[src/rtl/cpu_pkg.sv]
// Shared pipeline types for the MEM stage.
// State encoding and data-memory geometry.
package cpu_pkg;

  typedef enum logic [1:0] {
    IDLE = 2'd0,
    REQ  = 2'd1,
    DONE = 2'd2
  } mem_state_e;

  localparam int DWORD_BYTES = 8;

  function automatic logic [63:0] dword_align(
    input logic [63:0] a
  );
    return {a[63:3], 3'b000};
  endfunction

endpackage

[src/rtl/byte_lane_align.sv]
// Byte-lane steering between the 64-bit memory port and the core.
// Load: lane extract + zero-extend. Store: replicate + enables.
module byte_lane_align
  import cpu_pkg::*;
(
  input  logic                   byte_sel,
  input  logic [2:0]             lane,
  input  logic [63:0]            rdata,
  input  logic [63:0]            wdata_in,
  output logic [63:0]            ld_data,
  output logic [63:0]            wdata,
  output logic [DWORD_BYTES-1:0] byte_en
);

  logic [7:0] rd_byte;

  always_comb begin
    rd_byte = rdata[{lane, 3'b000} +: 8];
    if (byte_sel) begin
      ld_data = {56'd0, rd_byte};
      wdata   = {DWORD_BYTES{wdata_in[7:0]}};
      byte_en = DWORD_BYTES'(1) << lane;
    end else begin
      ld_data = rdata;
      wdata   = wdata_in;
      byte_en = '1;
    end
  end

endmodule

[src/rtl/mem_access_stage.sv]
// MEM stage: turns load/store controls into a req/ack memory
// transaction, stalling the front end until it completes.
module mem_access_stage
  import cpu_pkg::*;
#(
  parameter int TIMEOUT = 255
) (
  input  logic        clk,
  input  logic        reset,
  input  logic        MemRead_MEM,
  input  logic        MemWrite_MEM,
  input  logic        MemToReg_MEM,
  input  logic        RegWrite_MEM,
  input  logic        xferByte_MEM,
  input  logic [63:0] ALUResult_MEM,
  input  logic [63:0] storeData_MEM,
  input  logic [4:0]  Rd_MEM,
  input  logic [63:0] memRdata,
  input  logic        memAck,
  output logic        memReq,
  output logic        memWe,
  output logic [63:0] memAddr,
  output logic [63:0] memWdata,
  output logic [7:0]  memByteEn,
  output logic        stall_MEM,
  output logic [63:0] dataFromMem_MEM,
  output logic        RegWrite_out,
  output logic        MemToReg_out,
  output logic [4:0]  Rd_out,
  output logic [63:0] ALUResult_out,
  output logic        memError
);

  localparam int CW = $clog2(TIMEOUT + 1);

  mem_state_e  state;
  logic [CW-1:0] cnt;
  logic [63:0] data_q;
  logic        err_q;

  logic        mem_op;
  logic        misaligned;
  logic        in_req;
  logic        expired;
  logic [63:0] ld_data;
  logic [63:0] wdata;
  logic [7:0]  be;

  byte_lane_align u_align (
    .byte_sel (xferByte_MEM),
    .lane     (ALUResult_MEM[2:0]),
    .rdata    (memRdata),
    .wdata_in (storeData_MEM),
    .ld_data  (ld_data),
    .wdata    (wdata),
    .byte_en  (be)
  );

  assign mem_op     = MemRead_MEM | MemWrite_MEM;
  assign misaligned = ~xferByte_MEM & (|ALUResult_MEM[2:0]);
  assign in_req     = (state == REQ);
  assign expired    = (cnt == CW'(TIMEOUT - 1));

  always_ff @(posedge clk or negedge reset) begin
    if (!reset) begin
      state  <= IDLE;
      cnt    <= '0;
      data_q <= '0;
      err_q  <= 1'b0;
    end else begin
      unique case (state)
        IDLE: begin
          cnt <= '0;
          if (mem_op && misaligned) begin
            err_q  <= 1'b1;
            data_q <= '0;
            state  <= DONE;
          end else if (mem_op) begin
            state <= REQ;
          end
        end
        REQ: begin
          cnt <= cnt + 1'b1;
          // ack beats a timeout landing in the same cycle
          if (memAck) begin
            data_q <= MemRead_MEM ? ld_data : '0;
            state  <= DONE;
          end else if (expired) begin
            err_q  <= 1'b1;
            data_q <= '0;
            state  <= DONE;
          end
        end
        default: begin
          cnt   <= '0;
          state <= IDLE;
        end
      endcase
    end
  end

  assign memReq    = in_req;
  assign memWe     = in_req & MemWrite_MEM;
  assign memByteEn = in_req ? be : 8'd0;
  assign memAddr   = dword_align(ALUResult_MEM);
  assign memWdata  = wdata;
  assign memError  = err_q;

  assign stall_MEM = reset & mem_op & (state != DONE);

  assign dataFromMem_MEM = (state == DONE) ? data_q : 64'd0;

  assign RegWrite_out  = RegWrite_MEM & ~stall_MEM;
  assign MemToReg_out  = MemToReg_MEM;
  assign Rd_out        = Rd_MEM;
  assign ALUResult_out = ALUResult_MEM;

endmodule
[config.mk]
export PLATFORM = sky130hd
export DESIGN_NAME = mem_access_stage
export DESIGN_NICKNAME = d
export VERILOG_FILES = /design/src/rtl/cpu_pkg.sv /design/src/rtl/byte_lane_align.sv /design/src/rtl/mem_access_stage.sv
export SDC_FILE = /design/constraint.sdc
export NUM_CORES = 1
export LEC_CHECK = 0
export BUFFER_PORTS_ARGS = -buffer_cell sky130_fd_sc_hd__buf_2
export CORE_AREA = 5 5 186 188
export DETAILED_ROUTE_END_ITERATION = 10
export DIE_AREA = 0 0 191 193
export GPL_ROUTABILITY_DRIVEN = 0
export GPL_TIMING_DRIVEN = 0
export PLACE_DENSITY = 0.4
export SETUP_SLACK_MARGIN = 0.5
export SLEW_MARGIN = 20
export SYNTH_ARGS = -nofsm -noshare
export SYNTH_HDL_FRONTEND = slang
export SYNTH_SLANG_ARGS = --single-unit
[constraint.sdc]
create_clock -name clk -period 1.93 [get_ports clk]
set_clock_uncertainty 0.15 [all_clocks]
set_input_delay 0.193 -clock clk [delete_from_list [all_inputs] [get_ports clk]]
set_output_delay 0.193 -clock clk [all_outputs]
set_load 0.1 [all_outputs]
==> flow_metrics.tcl <==
set metrics [dict create \
    status "complete, but fails checks" \
    violations "negative hold slack, negative setup slack" \
    synth.avg_cell_area_sq_um 8.96 \
    n_antenna_cell 0 \
    grt_remaining_overflow 0 \
    grt_pass1_vias 6443 \
    finalHoldViolations 40 \
    fin_nets 1341 \
    fin_area_sq_um 12900 \
    clk_path_buf_depth 2 \
    antenna_found_initial 3 \
    synth-edff-count 0 \
    dpl.cell_count 1470 \
    dieArea_sq_um 36900 \
    hold_path_class "in2async" \
    synth_cell_types 40 \
    synthToLayoutAreaGrowth_pct 135 \
    clock_sinks 75 \
    clk_pin_slew_ns 0.06 \
    tritoncts "done" \
    fin_crit_sh 1.02 \
    ys_ff_latch 75 \
    drive_above_1_share 0.703 \
    rsz0062_at_grt "true" \
    r2r_start "state[0]$_DFFE_PN0P_" \
    antenna_left 0 \
    ys_async_sr_fraction 1.00 \
    die_w_um 191 \
    cp-start-kind "flop" \
    ios 480 \
    num_rows 67 \
    die_h_um 193 \
    cts-root-buf "clkbuf_16" \
    rrSetupSlack_ns 0.05 \
    worst_pin_slew_ns 0.604 \
    synth-seq-area-share 0.343 \
    grt_max_degree 43 \
    ys_warn_count 0 \
    p_leak_nw 6.23 \
    start_util 0.166 \
    hold_buffers 65 \
    r2r_cells 6 \
    post_dp_cell_area_sq_um 9320 \
    crit_path_max_incr_delay_ns 0.45 \
    whs_ns -0.286 \
    drv_slew 0 \
    drtIter0Drc 206 \
    coreArea_sq_um 32900 \
    slowest_stage "dfrtp_2" \
    finalWorstSetupSlack_ns -0.0444 \
    path_class "reg2out" \
    drv_cap 0 \
    slew_headroom 0.597 \
    end_kind "output port" \
    crit_chain "nor2b_4 -> clkbuf_16 -> clkbuf_16 -> and2_4 -> buf_12" \
    dr.pass1.iters 4 \
    routed_wl_um 29600 \
    via_per_inst 3.93 \
    clock_latency_ns 0.34 \
    r2r-end "data_q[62]$_DFFE_PN0P_" \
    worstPathRequired_ns 1.59 \
    wl_per_cell_um 18.6 \
    worst-path-max-fanout 10 \
    worst_path_most_repeated_cell "clkbuf_16" \
    clock.fmax_mhz 506 \
    cts-htree-levels 3 \
    arrival_ns 1.63 \
    syn_area_sq_um 5480 \
    layout.cells.non_filler 1587 \
    cts_buffers 9 \
    dp_hpwl_um 22800 \
    portBuffers 408 \
    finalSetupViolations 60 \
    synth-main-ff-cell "dfrtp_1" \
    drc 0 \
    fin_crit_ns 1.97 \
    power.density_nw_per_um2 897 \
    grt_pass1_wl_um 40100 \
    grt_usage 0.143 \
    finalSetupTns_ns -1.70 \
    ir_drop_mv 0.479 \
    detailroute.via_count 6244 \
    netlist_instances 611 \
]
how the worst max path moves through the flow:
stage / from / end
6_report: state[0]$_DFFE_PN0P_ / dataFromMem_MEM[24]
5_1_grt: state[0]$_DFFE_PN0P_ / dataFromMem_MEM[7]
4_1_cts: state[1]$_DFFE_PN0P_ / memByteEn[6]
3_5_place_dp: state[1]$_DFFE_PN0P_ / data_q[41]$_DFFE_PN0P_
3_3_place_gp: reset / stall_MEM
2_1_floorplan: state[1]$_DFFE_PN0P_ / RegWrite_out
timing repair:
item / in CTS / in global routing
pin swaps: 5 / 27
resized for setup: 349 / 259
cloned: 0 / 10
buffers inserted: 3 / 23
hold endpoints to repair: 105 / 40
endpoints found under the setup margin: 200 / 207
where the power goes:
part           total, mW  internal, mW  switching [mW]
clock network       1.77          1.07           0.701
registers           2.10          1.89           0.206
logic               7.66          2.92            4.74
synth_stat cells (6+ instances only):
| cell | n | share of area |
|---|---|---|
| dfrtp_1 | 75 | 0.34 |
| a221o_1 | 8 | 0.015 |
| clkbuf_1 | 18 | 0.012 |
| a221oi_1 | 8 | 0.013 |
| a21oi_1 | 9 | 0.0082 |
| mux2_1 | 8 | 0.016 |
| o21ai_1 | 56 | 0.051 |
| a22o_1 | 56 | 0.090 |
| mux4_2 | 6 | 0.025 |
| buf_4 | 149 | 0.20 |
| nor2b_1 | 11 | 0.013 |
| nor2_1 | 13 | 0.0089 |
| nand2_1 | 12 | 0.0082 |
| nor3_1 | 10 | 0.0091 |
| and2_1 | 65 | 0.074 |
| buf_2 | 11 | 0.010 |
| inv_1 | 57 | 0.039 |
cells in the final DEF (no fill, tap or decap), types with 3 or more instances in the layout:
| master | n |
|---|---|
| nand2_8 | 8 |
| nor2_1 | 13 |
| buf_12 | 117 |
| buf_6 | 19 |
| clkbuf_1 | 3 |
| nand4_1 | 3 |
| a22o_1 | 56 |
| xor2_1 | 5 |
| inv_1 | 56 |
| nand2_1 | 4 |
| buf_2 | 276 |
| clkbuf_16 | 29 |
| a221o_1 | 8 |
| conb_1 | 3 |
| dlygate4sd3_1 | 65 |
| dfrtp_1 | 72 |
| buf_8 | 9 |
| nor2b_1 | 9 |
| nor3_1 | 9 |
| and2_4 | 63 |
| nand3_1 | 4 |
| mux2_1 | 8 |
| o21ai_4 | 56 |
| a21oi_4 | 9 |
| buf_4 | 180 |
| mux4_2 | 6 |
| dfrtp_2 | 3 |
| a221oi_1 | 8 |
cell type report:
class	instances	area (sq um)
clock buffers	12	256
fillers	3203	20100
inverters	59	239
well taps	448	561
flip-flops and latches	75	1880
multi-input cells	298	3240
repair buffers	510	4920
plain buffers	181	1700
clock inverters	4	48.8
per-stage QoR:
stage          utilization  hold WS, ns  total power [mW]  worst slack, ns
6_report             0.390       -0.286              11.5          -0.0444
5_1_grt              0.390       -0.250              12.0          -0.0979
4_1_cts              0.354       -0.283              10.6           -0.152
3_5_place_dp         0.283       0.0917              7.92           -0.342
3_3_place_gp         0.282        0.273              7.92            -1.06
2_1_floorplan            -       -0.253              6.78           -0.134
state kept, by name, indices dropped and copies added (netlist names):
| signal | flops |
|---|---|
| data_q | 64 |
| cnt | 8 |
| state | 2 |
| memError | 1 |
layer usage:
layer / wire (um) / part of all wire / global-route usage / up-vias
met1: 12000 / 0.40 / 0.182 / 2979
met4: 356 / 0.012 / 0.0262 / 4
li1: - / - / - / 2965
met5: 21 / 0.00071 / 0 / -
met2: 15400 / 0.52 / 0.252 / 273
met3: 1870 / 0.063 / 0.0324 / 23
kinds of logic (layout without fill, tap and decap cells):
kind of cell | after synthesis | after routing | synth area share
fa+ha+maj | 2 | 2 | 0.00457
compound gates | 141 | 141 | 0.182
mux | 16 | 16 | 0.0507
flops | 75 | 75 | 0.343
buf+inv | 240 | 766 | 0.273
simple gates | 130 | 130 | 0.137
xor+xnor | 6 | 6 | 0.00960
other cells | 1 | 3 | 0.000685
worst max-delay path: cells and delay by family (launching register included):
kind	cells	cell delay [ns]
flops	1	0.45
buf+inv	3	0.53
simple gates	2	0.30
(Power assumes the default switching activity.)
